**src/rtl/vga_timing_pkg.sv**
```systemverilog
// vga_timing_pkg: shared VGA timing constants and helpers.
// Defaults describe 640x480@60 with a 25 MHz pixel rate.
package vga_timing_pkg;

  localparam int DEF_H_ACTIVE = 640;
  localparam int DEF_H_FP     = 16;
  localparam int DEF_H_SYNC   = 96;
  localparam int DEF_H_BP     = 48;
  localparam int DEF_V_ACTIVE = 480;
  localparam int DEF_V_FP     = 10;
  localparam int DEF_V_SYNC   = 2;
  localparam int DEF_V_BP     = 33;
  localparam int DEF_H_POL    = 0;
  localparam int DEF_V_POL    = 0;

  function automatic int seg_total(
    input int act,
    input int fp,
    input int sync,
    input int bp
  );
    return act + fp + sync + bp;
  endfunction

endpackage

```
**src/rtl/pix_tick_div.sv**
```systemverilog
// pix_tick_div: system-clock to pixel-rate divider.
// tick is high in the enabled cycle where the count wraps.
module pix_tick_div #(
  parameter int CLK_DIV = 2
) (
  input  logic clk,
  input  logic reset,
  input  logic enable,
  output logic tick
);

  localparam int DW = (CLK_DIV > 1) ? $clog2(CLK_DIV) : 1;
  localparam logic [DW-1:0] LAST = DW'(CLK_DIV - 1);

  logic [DW-1:0] div_cnt_q;
  logic [DW-1:0] div_cnt_d;

  // Count enabled cycles, wrap on the last one of each pixel
  always_comb begin
    tick      = enable && (div_cnt_q == LAST);
    div_cnt_d = div_cnt_q;
    if (enable) begin
      div_cnt_d = tick ? '0 : div_cnt_q + 1'b1;
    end
  end

  // Divider state; holds while paused
  always_ff @(posedge clk or posedge reset) begin
    if (reset) begin
      div_cnt_q <= '0;
    end else begin
      div_cnt_q <= div_cnt_d;
    end
  end

endmodule

```
**src/rtl/vga_timing_gen.sv**
```systemverilog
// vga_timing_gen: parametrised VGA raster timing generator.
// Single clock; pixel advance qualified by an internal tick.
module vga_timing_gen
  import vga_timing_pkg::*;
#(
  parameter int CLK_DIV  = 2,
  parameter int H_ACTIVE = DEF_H_ACTIVE,
  parameter int H_FP     = DEF_H_FP,
  parameter int H_SYNC   = DEF_H_SYNC,
  parameter int H_BP     = DEF_H_BP,
  parameter int V_ACTIVE = DEF_V_ACTIVE,
  parameter int V_FP     = DEF_V_FP,
  parameter int V_SYNC   = DEF_V_SYNC,
  parameter int V_BP     = DEF_V_BP,
  parameter int H_POL    = DEF_H_POL,
  parameter int V_POL    = DEF_V_POL,
  parameter int COORD_W  = 10
) (
  input  logic               clk,
  input  logic               reset,
  input  logic               enable,
  output logic               h_sync,
  output logic               v_sync,
  output logic [COORD_W-1:0] coord_x,
  output logic [COORD_W-1:0] coord_y,
  output logic               active_area,
  output logic               pix_tick,
  output logic               line_start,
  output logic               frame_start
);

  localparam int H_TOTAL = seg_total(H_ACTIVE, H_FP, H_SYNC, H_BP);
  localparam int V_TOTAL = seg_total(V_ACTIVE, V_FP, V_SYNC, V_BP);
  localparam int MAX_TOT = (H_TOTAL > V_TOTAL) ? H_TOTAL : V_TOTAL;

  if ((2 ** COORD_W) < MAX_TOT) begin : g_width_err
    $error("vga_timing_gen: COORD_W too small for raster totals");
  end

  localparam logic [COORD_W-1:0] H_LAST = COORD_W'(H_TOTAL - 1);
  localparam logic [COORD_W-1:0] V_LAST = COORD_W'(V_TOTAL - 1);
  localparam logic [COORD_W-1:0] H_ACT  = COORD_W'(H_ACTIVE);
  localparam logic [COORD_W-1:0] V_ACT  = COORD_W'(V_ACTIVE);
  localparam logic [COORD_W-1:0] H_SB   = COORD_W'(H_ACTIVE + H_FP);
  localparam logic [COORD_W-1:0] H_SE   = COORD_W'(H_ACTIVE + H_FP + H_SYNC - 1);
  localparam logic [COORD_W-1:0] V_SB   = COORD_W'(V_ACTIVE + V_FP);
  localparam logic [COORD_W-1:0] V_SE   = COORD_W'(V_ACTIVE + V_FP + V_SYNC - 1);
  localparam logic H_ON = (H_POL != 0);
  localparam logic V_ON = (V_POL != 0);

  logic               tick;
  logic [COORD_W-1:0] h_cnt_q, h_cnt_d;
  logic [COORD_W-1:0] v_cnt_q, v_cnt_d;
  logic               h_sync_q, h_sync_d;
  logic               v_sync_q, v_sync_d;
  logic               active_q, active_d;
  logic               pix_tick_q, pix_tick_d;
  logic               line_start_q, line_start_d;
  logic               frame_start_q, frame_start_d;

  pix_tick_div #(
    .CLK_DIV(CLK_DIV)
  ) u_div (
    .clk   (clk),
    .reset (reset),
    .enable(enable),
    .tick  (tick)
  );

  // Raster counters advance one pixel per tick
  always_comb begin
    h_cnt_d = h_cnt_q;
    v_cnt_d = v_cnt_q;
    if (tick) begin
      if (h_cnt_q == H_LAST) begin
        h_cnt_d = '0;
        v_cnt_d = (v_cnt_q == V_LAST) ? '0 : v_cnt_q + 1'b1;
      end else begin
        h_cnt_d = h_cnt_q + 1'b1;
      end
    end
  end

  // Decode from next counter values so outputs align with coords
  always_comb begin
    h_sync_d      = h_sync_q;
    v_sync_d      = v_sync_q;
    active_d      = active_q;
    pix_tick_d    = tick;
    line_start_d  = tick && (h_cnt_d == '0);
    frame_start_d = line_start_d && (v_cnt_d == '0);
    if (tick) begin
      h_sync_d = ((h_cnt_d >= H_SB) && (h_cnt_d <= H_SE)) ? H_ON : ~H_ON;
      v_sync_d = ((v_cnt_d >= V_SB) && (v_cnt_d <= V_SE)) ? V_ON : ~V_ON;
      active_d = (h_cnt_d < H_ACT) && (v_cnt_d < V_ACT);
    end
  end

  // Output and counter registers; reset parks on the last blank pixel
  always_ff @(posedge clk or posedge reset) begin
    if (reset) begin
      h_cnt_q       <= H_LAST;
      v_cnt_q       <= V_LAST;
      h_sync_q      <= ~H_ON;
      v_sync_q      <= ~V_ON;
      active_q      <= 1'b0;
      pix_tick_q    <= 1'b0;
      line_start_q  <= 1'b0;
      frame_start_q <= 1'b0;
    end else begin
      h_cnt_q       <= h_cnt_d;
      v_cnt_q       <= v_cnt_d;
      h_sync_q      <= h_sync_d;
      v_sync_q      <= v_sync_d;
      active_q      <= active_d;
      pix_tick_q    <= pix_tick_d;
      line_start_q  <= line_start_d;
      frame_start_q <= frame_start_d;
    end
  end

  assign coord_x     = h_cnt_q;
  assign coord_y     = v_cnt_q;
  assign h_sync      = h_sync_q;
  assign v_sync      = v_sync_q;
  assign active_area = active_q;
  assign pix_tick    = pix_tick_q;
  assign line_start  = line_start_q;
  assign frame_start = frame_start_q;

endmodule
```
**config.mk**
```make
export PLATFORM = sky130hd
export DESIGN_NAME = vga_timing_gen
export DESIGN_NICKNAME = d
export VERILOG_FILES = /design/src/rtl/vga_timing_pkg.sv /design/src/rtl/pix_tick_div.sv /design/src/rtl/vga_timing_gen.sv
export SDC_FILE = /design/constraint.sdc
export NUM_CORES = 1
export LEC_CHECK = 0
export ABC_AREA = 0
export BUFFER_PORTS_ARGS = -buffer_cell sky130_fd_sc_hd__buf_4
export CORE_AREA = 2 2 58 60
export CTS_CLUSTER_SIZE = 12
export DETAILED_ROUTE_END_ITERATION = 10
export DIE_AREA = 0 0 60 62
export GPL_ROUTABILITY_DRIVEN = 1
export PLACE_DENSITY = 0.76
export SYNTH_ARGS = -nofsm -noshare
export SYNTH_HDL_FRONTEND = slang
export SYNTH_HIERARCHICAL = 1
export SYNTH_SLANG_ARGS = --single-unit
```
**constraint.sdc**
```tcl
create_clock -name clk -period 3 [get_ports clk]
set_input_delay 0.6 -clock clk [delete_from_list [all_inputs] [get_ports clk]]
set_output_delay 0.6 -clock clk [all_outputs]
set_load 0.05 [all_outputs]
```
# --- After elaboration in Yosys (flattened, before gate mapping) ---
# Cells that the tools add are included.
# Widths: inputs -> output; s select.
word_totals:
  ff_bits: 27
  ramBits: 0
  memories: 0
  latch_bits: 0
  romBits: 0
  input_bits: 3
  word_cells: 36
  output_inout_bits: 26
classes:
  bitwise: 0
  n_shift: 0
  addsub: 3
  reduce_logical: 8
  n_mux: 8
  div: 0
  mul: 0
  magnitude_cmp: 6
  eq_ne: 2
ops:
  columns: ["op", "count"]
  rows:
  - ["$mux 10", 5]
  - ["$add 10x1->10 const B", 2]
  - ["$eq 10x10->1 const B", 2]
  - ["$logic_not 10->1", 2]
  - ["$ge 10x10->1 const B", 1]
  - ["$ge 10x9->1 const B", 1]
  - ["$le 10x10->1 const B", 1]
  - ["$le 10x9->1 const B", 1]
  - ["$lt 10x10->1 const B", 1]
  - ["$lt 10x9->1 const B", 1]
  - ["$logic_and 1x1->1", 6]
  - ["$mux 1", 3]
  - ["$add 1x1->1 const B", 1]

# --- Longest topological paths before layout ---
logic_depth:
  word_depth: 7
  ltp_mapped: 9
  ltp_nobuf: 8

# --- By module ---
# Netlist, hierarchy kept.
modules_own_cells:
  columns: ["module", "cells_each", "instances", "area_per_inst_um2", "seq_area_each_um2"]
  rows:
  - ["vga_timing_gen", 175, 1, 1601.5, 665.6]
  - ["pix_tick_div", 4, 1, 45.0, 25.0]

# --- Worst setup path before layout ---
# No wires, ideal clock.
synth_path:
  path_kind: "register -> register"
  start: "register h_cnt_q[0] (netlist: coord_x[0])"
  end: "register active_q (netlist: active_area)"
  setup_slack_ns: 0.281
  setup_time_ns: 0.103
  period_less_slack_ns: 2.719
  n_path_buf: 1
  required_ns: 2.897
  path_stages_with_launch: 9
  t_arrival_ns: 2.616
  path_cell_list: "dfstp_2 -> ha_1 -> nand2_1 -> or4_1 -> buf_2 -> o31a_1 -> o22ai_1 -> and3b_1 -> o41ai_2"
synth_via:
  elab_chain_len: 5
  word_cells_on_any_way: 9
  cone_classes: "1 x add/sub; 2 x order compare; 1 x eq/ne; 4 x mux; 1 x reduce/logical"
synth_lines:
  columns: ["item", "line", "source"]
  rows:
  - ["start, declared", "vga_timing_gen.sv:52", "logic [COORD_W-1:0] h_cnt_q, h_cnt_d;"]
  - ["start signal, assigned", "vga_timing_gen.sv:111", "h_cnt_q <= h_cnt_d;"]
  - ["$add 10x1->10 / $eq 10x10->1 (equally long branches)", "vga_timing_gen.sv:79, vga_timing_gen.sv:75", null]
  - ["$mux 10", "vga_timing_gen.sv:75", "if (h_cnt_q == H_LAST) begin"]
  - ["$mux 10", "vga_timing_gen.sv:74", "if (tick) begin"]
  - ["$lt 10x10->1 / $lt 10x9->1 (equally long branches)", "vga_timing_gen.sv:95", "active_d = (h_cnt_d < H_ACT) && (v_cnt_d < V_ACT);"]
  - ["$logic_and 1x1->1 (*)", "vga_timing_gen.sv:95", null]
  - ["end signal, assigned", "vga_timing_gen.sv:115", "active_q <= active_d;"]
  - ["end, declared", "vga_timing_gen.sv:56", "logic active_q, active_d;"]
# Mark *: on every way between the ends. The rest lies on a longest branch, timed or not.
# A chain may end at the register's enable or synchronous reset.

# --- Worst setup path in the final report ---
# Same ends and word-level chain as after synthesis.

==> impl_results.md <==
* Final non-filler cell area at 0.00195 mm2
* I/O Pins at 29
* Worst r2r src: coord_x[0]$_DFF_PP1_
* # rows at 21
* Run status: finished, final reports clean
* Number of buffers created by CTS at 3
* Synthesis-to-finish area growth at 18.4%
* Required time at the worst-slack endpoint at 3.23 ns
* Final estimated routing congestion in global placement at 0.933
* Mean number of vias per cell at 6.15
* Worst endpoint data arrival time at 2.92 ns
* Total Routed Length at 4080 um
* Count of different cell masters after synthesis at 47
* Number of global-route vias before repair at 1,496
* Register-to-register setup slack at 0.31 ns
* Worst setup startpoint: coord_x[0]$_DFF_PP1_
* Clock-pin slew of the registers on the worst-case setup and hold paths at 0.15 ns
* Clock sink total at 27
* Internal power consumption at 0.645 mW
* Most frequently used cell type in the post-synthesis netlist: sky130_fd_sc_hd__dfrtp_1
* Final antenna diode count at 0
* Proportion of synthesized chip area in sequential cells at 0.419
* Max Root-Sink Buffers at 2
* Insertion delay of the later-clocked pin in the worst-skew pair at 0.32 ns
* Syn avg cell area at 9.20 um2
* Share of total power in combinational logic at 0.397
* Master of the slowest instance on the critical path: sky130_fd_sc_hd__dfstp_2
* Terminus of the critical flop-to-flop path: active_area$_DFFE_PP0P_
* Syn Std Cell Area at 0.00165 mm2
* Endpoints failing hold at 0
* Max-cap violations at 0
* Type of element capturing the critical path: flip-flop
* Final instance count without filler cells at 253
* Slowest stage delay, CP at 0.62 ns
* Synthesized netlist net count at 185
* Maximum fanout count along the critical path at 9
* Post-detailed-route wirelength per cell at 16.1 um
* Setup repair after global routing missed its margin: no
* Number of warning messages in the yosys log at 6
* Die area at 0.00372 mm2
* Kind of cell adding the most delay to the critical path: simple AND/OR/NAND/NOR gates
* Placeable core region at 0.00318 mm2
* Largest cells by area after synthesis: sky130_fd_sc_hd__dfrtp_1, sky130_fd_sc_hd__dfstp_2, sky130_fd_sc_hd__nand3_1, sky130_fd_sc_hd__a21oi_1, sky130_fd_sc_hd__o21ai_0
* Worst min path class: in2async
* Portion of total power attributed to the clock network at 0.140
* Number of setup buffers added after CTS at 0
* TritonCTS clock tree: built
* Die H at 62 um
* Share of power burned in registers at 0.463
* Net switching share of the total power at 0.430
* Pwr per Cell Area at 581 mW/mm2
* Number of antenna-violating nets in the routed design at 0
* Max_slew headroom at 0.324
* Fraction of final layout cells with drive strength greater than 1 at 0.271
* VDD IR max at 0.000604 V
* Period utilization at 0.897
* Synth Flop Type: sky130_fd_sc_hd__dfrtp_1
* FMAX at 372 MHz
* Number of search-and-repair iterations in the first detailed-routing pass at 4
* Worst path bufs/invs at 0
* DP Worst Slack at 0.238 ns
* Cell Area, Placed at 0.00192 mm2
* CTS H-tree lvls at 1
* Logic depth of the worst setup path including buffers at 7
* Number of cells traversed by the worst register-to-register path at 7
* Post-Syn Instances at 179
* Post-cts resize count at 0
* Static leakage power at 0.845 nW
* Via total after detailed routing at 1,555
* Total overflow reported by the global router at 0
* Initial Util at 0.518
* Most frequent cells after synthesis: sky130_fd_sc_hd__dfrtp_1, sky130_fd_sc_hd__nand3_1, sky130_fd_sc_hd__dfstp_2
* Critical-path cell list: ha_1 > nand2_1 > or4_4 > o31a_1 > o22ai_1 > and3b_1 > o41ai_2
* Final Net Count at 214
* Cts hold-fix bufs at 0
* First DRT Iteration DRCs at 106
* GRT Resource Usage Total at 0.237
* Detailed-placement wirelength estimate at 3030 um
* Largest net degree at the start of global routing at 27
* Least-Margin Pin Slew at 1.01 ns
* Destination of the critical timing path: active_area$_DFFE_PP0P_
* Number of antenna violations at the first check in global routing at 0
* Worst setup path category: reg2reg
* Number of max-slew violations in the final report at 0
* Total of flip-flops plus latches after synthesis at 27
* Final setup vio count at 0
* Post-route DRC at 0
* Startpoint kind of the worst setup timing path: flip-flop
* Total negative slack at 0 ns
* Shortest period the worst path allows at 2.69 ns
* Horizontal die dimension at 60 um
* NetSw at 0.487 mW
* Fraction of post-synthesis cell area in the top cell type by area at 0.228
* Slack of the critical path at 0.310 ns
* Number of instances in the placed design at 249
* Fraction of registers with async set/reset at 1.00
* Clk Tree Root Cell: sky130_fd_sc_hd__clkbuf_4
* Global-route wire length before repair at 6750 um
* Buffers on Ports at 28
* Final Skew at 0.00389 ns
* Leading area contributor after synthesis: sky130_fd_sc_hd__dfrtp_1
* Number of flops mapped to enable cells by yosys at 0
per-stage QoR:
step                hold WS, ns  total power [mW]   util
floorplan                 0.329             0.847      -
global placement          0.449             0.969  0.603
detailed placement        0.456             0.976  0.603
CTS                      0.0891              1.14  0.612
global route             0.0843              1.20  0.613
finish                   0.0952              1.13  0.613
layer usage:
| layer | wire length [um] | GRT usage | part of all wire | up-vias |
|---|---|---|---|---|
| met5 | 0 | 0 | 0 | - |
| met4 | 117 | 0.105 | 0.029 | 0 |
| met3 | 215 | 0.0331 | 0.053 | 14 |
| met2 | 2040 | 0.410 | 0.50 | 60 |
| met1 | 1700 | 0.295 | 0.42 | 758 |
| li1 | - | - | - | 723 |
flip-flops by register name (all words and copies together) (netlist names):
name	cells
u_div/div_cnt_q	1
v_sync	1
active_area	1
pix_tick	1
line_start	1
coord_x	10
h_sync	1
coord_y	10
frame_start	1
worst min path at each step:
stage	cells after the start	to	from	slack, ns
2_1_floorplan	1	u_div/div_cnt_q$_DFFE_PP0P_	reset	0.33
3_3_place_gp	2	u_div/div_cnt_q$_DFFE_PP0P_	reset	0.45
3_5_place_dp	2	u_div/div_cnt_q$_DFFE_PP0P_	reset	0.46
4_1_cts	2	u_div/div_cnt_q$_DFFE_PP0P_	reset	0.09
5_1_grt	2	u_div/div_cnt_q$_DFFE_PP0P_	reset	0.08
6_report	2	u_div/div_cnt_q$_DFFE_PP0P_	reset	0.1
cells in the final DEF (no fill, tap or decap), types with 3 or more instances in the layout:
cell type,count
sky130_fd_sc_hd__a21oi_1,11
sky130_fd_sc_hd__a31oi_1,4
sky130_fd_sc_hd__and3_1,4
sky130_fd_sc_hd__buf_4,33
sky130_fd_sc_hd__clkbuf_4,3
sky130_fd_sc_hd__dfrtp_1,15
sky130_fd_sc_hd__dfstp_2,12
sky130_fd_sc_hd__ha_1,3
sky130_fd_sc_hd__inv_1,10
sky130_fd_sc_hd__nand2_1,10
sky130_fd_sc_hd__nand2b_1,3
sky130_fd_sc_hd__nand3_1,14
sky130_fd_sc_hd__nand4_1,5
sky130_fd_sc_hd__nor2_1,7
sky130_fd_sc_hd__nor3_1,8
sky130_fd_sc_hd__nor4_1,4
sky130_fd_sc_hd__o21ai_0,11
sky130_fd_sc_hd__or3_1,3
sky130_fd_sc_hd__xnor2_1,4
sky130_fd_sc_hd__xor2_1,4
worst register-to-register path, stage by stage, from the launching register on:
cell                      delay [ns]
sky130_fd_sc_hd__dfstp_2        0.62
sky130_fd_sc_hd__ha_1           0.24
sky130_fd_sc_hd__nand2_1        0.16
sky130_fd_sc_hd__or4_4          0.57
sky130_fd_sc_hd__o31a_1         0.35
sky130_fd_sc_hd__o22ai_1        0.20
sky130_fd_sc_hd__and3b_1        0.21
sky130_fd_sc_hd__o41ai_2        0.26
cell families after synthesis:
family | Yosys count | synth area share
and+or+nand+nor | 80 | 0.300
AOI/OAI and AO/OA | 41 | 0.163
DFF | 27 | 0.419
buffers and inverters | 19 | 0.0448
xor gates and xnor gates | 8 | 0.0425
adders and majority gates | 3 | 0.0228
muxes | 1 | 0.00684
power groups by stage:
stage | combinational [mW] | sequential, mW | clock (mW)
floorplan | 0.198 | 0.649 | 0
global placement | 0.446 | 0.523 | 0
detailed placement | 0.448 | 0.529 | 0
CTS | 0.451 | 0.522 | 0.164
global route | 0.485 | 0.533 | 0.180
finish | 0.450 | 0.525 | 0.158
cell type report:
class	instances	area, um2
sequential	27	691
timing repair buffer	33	248
clock buffer	3	22.5
inverter	10	37.5
fill	270	1230
clock inverter	1	7.51
multi-input combinational	133	886
tap	46	57.6
Note: power is estimated with default switching activity, not from simulation.
